==> src/rtl/wb_rr_arbiter_if.sv <==
// Bus bundle between N cyc-only Wishbone masters, the round-robin arbiter and one downstream bus.
// The slave modport is the arbiter's view; the master modport is the view of the masters plus the downstream slave.
interface wb_rr_arbiter_if #(
  parameter int N     = 2,
  parameter int WB_DW = 32,
  parameter int WB_AW = 16,
  parameter int WB_MW = WB_DW / 8
);
  logic [N*WB_AW-1:0] m_addr;
  logic [N*WB_DW-1:0] m_wdata;
  logic [N*WB_MW-1:0] m_wmsk;
  logic [N-1:0]       m_we;
  logic [N-1:0]       m_cyc;
  logic [N-1:0]       m_ack;
  logic [N-1:0]       m_err;
  logic [WB_DW-1:0]   m_rdata;
  logic [WB_AW-1:0]   s_addr;
  logic [WB_DW-1:0]   s_wdata;
  logic [WB_MW-1:0]   s_wmsk;
  logic               s_we;
  logic               s_cyc;
  logic               s_ack;
  logic [WB_DW-1:0]   s_rdata;
  logic [N-1:0]       grant;

  modport master (
    output m_addr, m_wdata, m_wmsk, m_we, m_cyc, s_ack, s_rdata,
    input  m_ack, m_err, m_rdata, s_addr, s_wdata, s_wmsk, s_we, s_cyc, grant
  );

  modport slave (
    input  m_addr, m_wdata, m_wmsk, m_we, m_cyc, s_ack, s_rdata,
    output m_ack, m_err, m_rdata, s_addr, s_wdata, s_wmsk, s_we, s_cyc, grant
  );
endinterface

==> src/rtl/wb_rr_arbiter.sv <==
// Round-robin arbiter sharing one cyc-only Wishbone bus among N masters, with a bus-timeout watchdog.
// Handshake: a master holds m_cyc and its payload until m_ack; s_ack is a one-cycle pulse; m_err only ever accompanies m_ack.
module wb_rr_arbiter #(
  parameter int N       = 2,
  parameter int WB_DW   = 32,
  parameter int WB_AW   = 16,
  parameter int WB_MW   = WB_DW / 8,
  parameter int TIMEOUT = 255,
  parameter int TO_W    = 8
) (
  input  logic clk,
  input  logic rst_n,
  wb_rr_arbiter_if.slave wb,
  output logic dbg_state_o
);

  localparam int LW = (N > 1) ? $clog2(N) : 1;

  typedef enum logic {IDLE = 1'b0, BUS = 1'b1} state_e;

  state_e          state_q, state_d;
  logic [N-1:0]    grant_q, grant_d;
  logic [LW-1:0]   last_q, last_d;
  logic [TO_W-1:0] cnt_q, cnt_d;
  logic [LW-1:0]   gidx, pick, idx;
  logic            found, g_cyc, cnt_hit, to_err;

  always_comb begin
    gidx = '0;
    for (int i = 0; i < N; i++) begin
      if (grant_q[i]) gidx = LW'(i);
    end
  end

  // Search starts just after the last owner, so the previous owner ranks lowest.
  always_comb begin
    pick  = '0;
    idx   = '0;
    found = 1'b0;
    for (int k = 1; k <= N; k++) begin
      idx = LW'((int'(last_q) + k) % N);
      if (!found && wb.m_cyc[idx]) begin
        found = 1'b1;
        pick  = idx;
      end
    end
  end

  assign g_cyc   = (state_q == BUS) && wb.m_cyc[gidx];
  assign cnt_hit = (TIMEOUT != 0) && (cnt_q == TO_W'(TIMEOUT));
  assign to_err  = g_cyc && cnt_hit && !wb.s_ack;

  always_comb begin
    wb.s_addr  = '0;
    wb.s_wdata = '0;
    wb.s_wmsk  = '0;
    wb.s_we    = 1'b0;
    for (int i = 0; i < N; i++) begin
      if (grant_q[i]) begin
        wb.s_addr  = wb.m_addr[i*WB_AW +: WB_AW];
        wb.s_wdata = wb.m_wdata[i*WB_DW +: WB_DW];
        wb.s_wmsk  = wb.m_wmsk[i*WB_MW +: WB_MW];
        wb.s_we    = wb.m_we[i];
      end
    end
  end

  // The timeout cycle already withdraws s_cyc; a late s_ack in that cycle still completes normally.
  assign wb.s_cyc   = g_cyc && !cnt_hit;
  assign wb.m_ack   = grant_q & {N{g_cyc && (wb.s_ack || cnt_hit)}};
  assign wb.m_err   = grant_q & {N{to_err}};
  assign wb.m_rdata = to_err ? {WB_DW{1'b1}} : wb.s_rdata;
  assign wb.grant   = grant_q;
  assign dbg_state_o = (state_q == BUS);

  always_comb begin
    state_d = state_q;
    grant_d = grant_q;
    last_d  = last_q;
    cnt_d   = cnt_q;
    case (state_q)
      IDLE: begin
        if (found) begin
          state_d = BUS;
          grant_d = N'(1) << pick;
          cnt_d   = '0;
        end
      end
      BUS: begin
        // Completion, abort and timeout all release the bus and demote the owner.
        if (!g_cyc || wb.s_ack || cnt_hit) begin
          state_d = IDLE;
          grant_d = '0;
          last_d  = gidx;
        end else begin
          cnt_d = cnt_q + TO_W'(1);
        end
      end
      default: begin
        state_d = IDLE;
        grant_d = '0;
      end
    endcase
  end

  always_ff @(posedge clk or negedge rst_n) begin
    if (!rst_n) begin
      state_q <= IDLE;
      grant_q <= '0;
      last_q  <= LW'(N - 1);
      cnt_q   <= '0;
    end else begin
      state_q <= state_d;
      grant_q <= grant_d;
      last_q  <= last_d;
      cnt_q   <= cnt_d;
    end
  end

endmodule

==> src/flat_wrapper.sv <==
// flat-port wrapper written by rule: the top's interface ports become plain ports
module wb_rr_arbiter_flat 
#(
  parameter int N       = 2,
  parameter int WB_DW   = 32,
  parameter int WB_AW   = 16,
  parameter int WB_MW   = WB_DW / 8,
  parameter int TIMEOUT = 255,
  parameter int TO_W    = 8
)
  (clk, rst_n, dbg_state_o, wb_m_addr, wb_m_wdata, wb_m_wmsk, wb_m_we, wb_m_cyc, wb_s_ack, wb_s_rdata, wb_m_ack, wb_m_err, wb_m_rdata, wb_s_addr, wb_s_wdata, wb_s_wmsk, wb_s_we, wb_s_cyc, wb_grant);
  wb_rr_arbiter_if #(.N(N), .WB_DW(WB_DW), .WB_AW(WB_AW), .WB_MW(WB_MW)) wb_i ();
  input  logic clk;
  input  logic rst_n;
  output logic dbg_state_o;
  input wire logic [$bits(wb_i.m_addr)-1:0] wb_m_addr;
  input wire logic [$bits(wb_i.m_wdata)-1:0] wb_m_wdata;
  input wire logic [$bits(wb_i.m_wmsk)-1:0] wb_m_wmsk;
  input wire logic [$bits(wb_i.m_we)-1:0] wb_m_we;
  input wire logic [$bits(wb_i.m_cyc)-1:0] wb_m_cyc;
  input wire logic [$bits(wb_i.s_ack)-1:0] wb_s_ack;
  input wire logic [$bits(wb_i.s_rdata)-1:0] wb_s_rdata;
  output wire logic [$bits(wb_i.m_ack)-1:0] wb_m_ack;
  output wire logic [$bits(wb_i.m_err)-1:0] wb_m_err;
  output wire logic [$bits(wb_i.m_rdata)-1:0] wb_m_rdata;
  output wire logic [$bits(wb_i.s_addr)-1:0] wb_s_addr;
  output wire logic [$bits(wb_i.s_wdata)-1:0] wb_s_wdata;
  output wire logic [$bits(wb_i.s_wmsk)-1:0] wb_s_wmsk;
  output wire logic [$bits(wb_i.s_we)-1:0] wb_s_we;
  output wire logic [$bits(wb_i.s_cyc)-1:0] wb_s_cyc;
  output wire logic [$bits(wb_i.grant)-1:0] wb_grant;
  assign wb_i.m_addr = wb_m_addr;
  assign wb_i.m_wdata = wb_m_wdata;
  assign wb_i.m_wmsk = wb_m_wmsk;
  assign wb_i.m_we = wb_m_we;
  assign wb_i.m_cyc = wb_m_cyc;
  assign wb_i.s_ack = wb_s_ack;
  assign wb_i.s_rdata = wb_s_rdata;
  assign wb_m_ack = wb_i.m_ack;
  assign wb_m_err = wb_i.m_err;
  assign wb_m_rdata = wb_i.m_rdata;
  assign wb_s_addr = wb_i.s_addr;
  assign wb_s_wdata = wb_i.s_wdata;
  assign wb_s_wmsk = wb_i.s_wmsk;
  assign wb_s_we = wb_i.s_we;
  assign wb_s_cyc = wb_i.s_cyc;
  assign wb_grant = wb_i.grant;
  wb_rr_arbiter #(.N(N), .WB_DW(WB_DW), .WB_AW(WB_AW), .WB_MW(WB_MW), .TIMEOUT(TIMEOUT), .TO_W(TO_W)) u_core (.clk(clk), .rst_n(rst_n), .wb(wb_i), .dbg_state_o(dbg_state_o));
endmodule
==> config.mk <==
export PLATFORM = sky130hd
export DESIGN_NAME = wb_rr_arbiter_flat
export DESIGN_NICKNAME = d
export VERILOG_FILES = /design/src/rtl/wb_rr_arbiter_if.sv /design/src/rtl/wb_rr_arbiter.sv /design/src/flat_wrapper.sv
export SDC_FILE = /design/constraint.sdc
export NUM_CORES = 1
export LEC_CHECK = 0
export ABC_AREA = 1
export BUFFER_PORTS_ARGS = -buffer_cell sky130_fd_sc_hd__buf_2
export CAP_MARGIN = 10
export CORE_AREA = 2 2 92 94
export CTS_CLUSTER_SIZE = 25
export DETAILED_ROUTE_END_ITERATION = 16
export DIE_AREA = 0 0 94 96
export GPL_ROUTABILITY_DRIVEN = 0
export HOLD_SLACK_MARGIN = 0.05
export PLACE_DENSITY_LB_ADDON = 0.1
export RECOVER_POWER = 100
export SLEW_MARGIN = 20
export SYNTH_ARGS = -nofsm -noshare
export SYNTH_HDL_FRONTEND = slang
export SYNTH_SLANG_ARGS = --single-unit
==> constraint.sdc <==
create_clock -name clk -period 2.6 [get_ports clk]
set_clock_uncertainty 0.05 [all_clocks]
set_input_delay 0.39 -clock clk [delete_from_list [all_inputs] [get_ports clk]]
set_output_delay 0.39 -clock clk [all_outputs]
set_load 0.01 [all_outputs]
==> qor.txt <==
Starting Density -> 22.4%
GRT overflow -> 0
Resize count post-CTS -> 0
clk buf depth -> 2
post-synthesis sequential area ratio -> 16.7%
area growth from synthesis to layout -> 64.1%
clock slew at reported path FFs -> 60 ps
final hold violation count -> 0
multi-input logic area -> 0.00118 mm2
Leak -> 1.86 nW
commonest cells in the netlist -> nand2_1 (165), nand3_1 (65), inv_1 (44), nor2_1 (18), clkbuf_1 (12)
H-Tree Level Count -> 1
post-route ant nets -> 0
vias in the first global route -> 2425
Detailed Place HPWL -> 6.40 mm
syn_nets -> 499
nets -> 721
dpl cell area -> 0.00303 mm2
die area -> 0.00902 mm2
Final WS setup -> 232 ps
via density per instance -> 4.27
outcome -> finished, final reports clean
post-synthesis async set-or-reset flop share -> 100%
Worst Tran Pin Value -> 1080 ps
critical path type -> reg2out
final wirelength -> 8.08 mm
# rows -> 33
area leader, netlist -> nand2_1
max_slew headroom -> 28.2%
Startpoint Class -> register
post-layout min period -> 2370 ps
endpoints failing setup -> 0
via count -> 2908
# IOs -> 236
Slew Viols, Final -> 0
setup TNS -> 0 ps
most frequent cell after synthesis -> nand2_1
Worst EP arrival -> 1930 ps
Initial DRC Count -> 53
synth warn -> 0
register area -> 303 um2
Post-Synthesis Cells -> 355
Synth area leaders -> nand2_1 (34%), nand3_1 (18%), dfrtp_1 (15%)
Fmax -> 422 MHz
Design Area, Final -> 0.00296 mm2
Diodes inserted -> 0
RSZ-0062 raised after global routing -> no
wire per inst -> 11.9 um
syn_area_per_cell -> 5.08 um2
Core Region -> 0.00805 mm2
Die Y -> 96 um
Max VDD drop -> 0.000243 V
share of layout cells above drive strength 1 -> 29.7%
CTS tree -> built
TritonRoute pass-1 iters -> 4
CP max FO -> 56
Num CTS Buffers -> 3
Worst Hold Class -> reg2reg
fin util -> 36.7%
antenna violations before repair -> 0
CP Capture Type -> output pin
FILL cells -> 969
DP Cell Count -> 676
Total GRT Usage -> 15.3%
Worst-Skew Late Latency -> 250 ps
top_reg_cell synth -> dfrtp_1
first-pass GRT wire length -> 11.2 mm
fin cells -> 681
Post-synth EDFFs -> 0
Place WS -> 489 ps
Syn Std Cell Area -> 0.00180 mm2
max cap viols -> 0
# clock sinks -> 12
port buffer count -> 235
largest net degree at the start of global routing -> 57
Synth top area share -> 34.4%
critical path required time -> 2160 ps
Synth cell types -> 25
#FFs+latches synth -> 12
die width -> 94 um
pwr dens -> 632 mW/mm2
DRC viols -> 0
final period utilization -> 91.1%
clk root buf -> clkbuf_8
==> per-stage QoR <==
stage | hold slack [ps] | total power [mW]
2_1_floorplan | 44.4 | 1.16
3_3_place_gp | 236 | 1.76
3_5_place_dp | 240 | 1.76
4_1_cts | 426 | 1.98
5_1_grt | 441 | 2.07
6_report | 423 | 1.87
==> cells by family after synthesis <==
logic type               count (synthesis)  synth area share (%)
XOR/XNOR                                 1                 0.486
flip-flops                              12                  16.7
AND/OR/NAND/NOR                        265                  63.0
AO/OA/AOI/OAI                            7                  2.43
buffers and inverters                   69                  16.7
adder cells (fa/ha/maj)                  1                 0.694
==> critical path, cell delays in order, from the launching register on <==
cell and delay [ps]:
dfrtp_2 390, clkbuf_2 820, nand2_1 190, nand2_1 120, clkbuf_2 130
==> placed cells by master (no fill, tap or decap) <==
| cell type | Yosys | final |
|---|---|---|
| nand3_4 | 1 | 1 |
| nor3_1 | 2 | 2 |
| dlygate4sd3_1 | 0 | 1 |
| nor2_1 | 18 | 18 |
| inv_1 | 44 | 44 |
| clkinv_2 | 1 | 1 |
| dfrtp_2 | 0 | 1 |
| clkbuf_1 | 12 | 83 |
| inv_2 | 2 | 2 |
| o21ai_2 | 1 | 1 |
| xnor2_1 | 1 | 1 |
| buf_4 | 1 | 1 |
| o21a_1 | 1 | 1 |
| dfstp_2 | 1 | 1 |
| nand2_1 | 165 | 173 |
| nand3_1 | 65 | 66 |
| nand2_2 | 11 | 3 |
| clkbuf_2 | 0 | 2 |
| buf_12 | 0 | 1 |
| o211ai_1 | 1 | 1 |
| ha_1 | 1 | 1 |
| o21ai_0 | 3 | 4 |
| nor2_4 | 1 | 1 |
| clkbuf_8 | 0 | 4 |
| dfrtp_1 | 11 | 10 |
| nor2_2 | 1 | 1 |
| buf_2 | 5 | 151 |
==> worst paths after layout <==
kind,depth (start not counted),slack (ps),startpoint,endpoint
hold / removal,2,420,u_core.last_q,u_core.last_q
min in group asynchronous,2,640,rst_n,u_core.cnt_q[2]
hold reg to reg,2,420,u_core.last_q,u_core.last_q
setup / recovery,4,230,u_core.wb.grant[1],wb_s_addr[15]
max in group asynchronous,2,1390,rst_n,u_core.wb.grant[1]
setup reg to reg,8,640,u_core.cnt_q[0],u_core.cnt_q[5]
==> where the power goes <==
group	internal, mW	switching (mW)
Clock	0.134	0.0757
Combinational	0.452	0.919
Sequential	0.234	0.0549
Total	0.820	1.05
==> sequential cells by signal, indices dropped and copies added, names as in the netlist <==
register and flops:
u_core.wb.grant 2, u_core.cnt_q 8, u_core.last_q 1, u_core.dbg_state_o 1
==> area by class of cell <==
class                   count  area share (%)
repair buffers            239            37.7
flip-flops and latches     12            10.2
multi-input cells         274            39.8
clock buffers               4            1.86
inverters                  47            6.01
well taps                 105            4.44
==> what timing repair did <==
| action | 4_1_cts | 5_1_grt |
|---|---|---|
| hold buffers | 1 | 0 |
| endpoints found under the hold margin | 11 | 0 |
| setup buffers | 0 | 0 |
==> metal layers <==
layer | track usage (%) | vias to the layer above | routed length, um
met5 | 0 | - | 0
met4 | 4.59 | 0 | 96
met3 | 1.41 | 7 | 572
met2 | 28.9 | 131 | 4250
met1 | 18.2 | 1252 | 3160
li1 | - | 1518 | -
(Power assumes the default switching activity.)
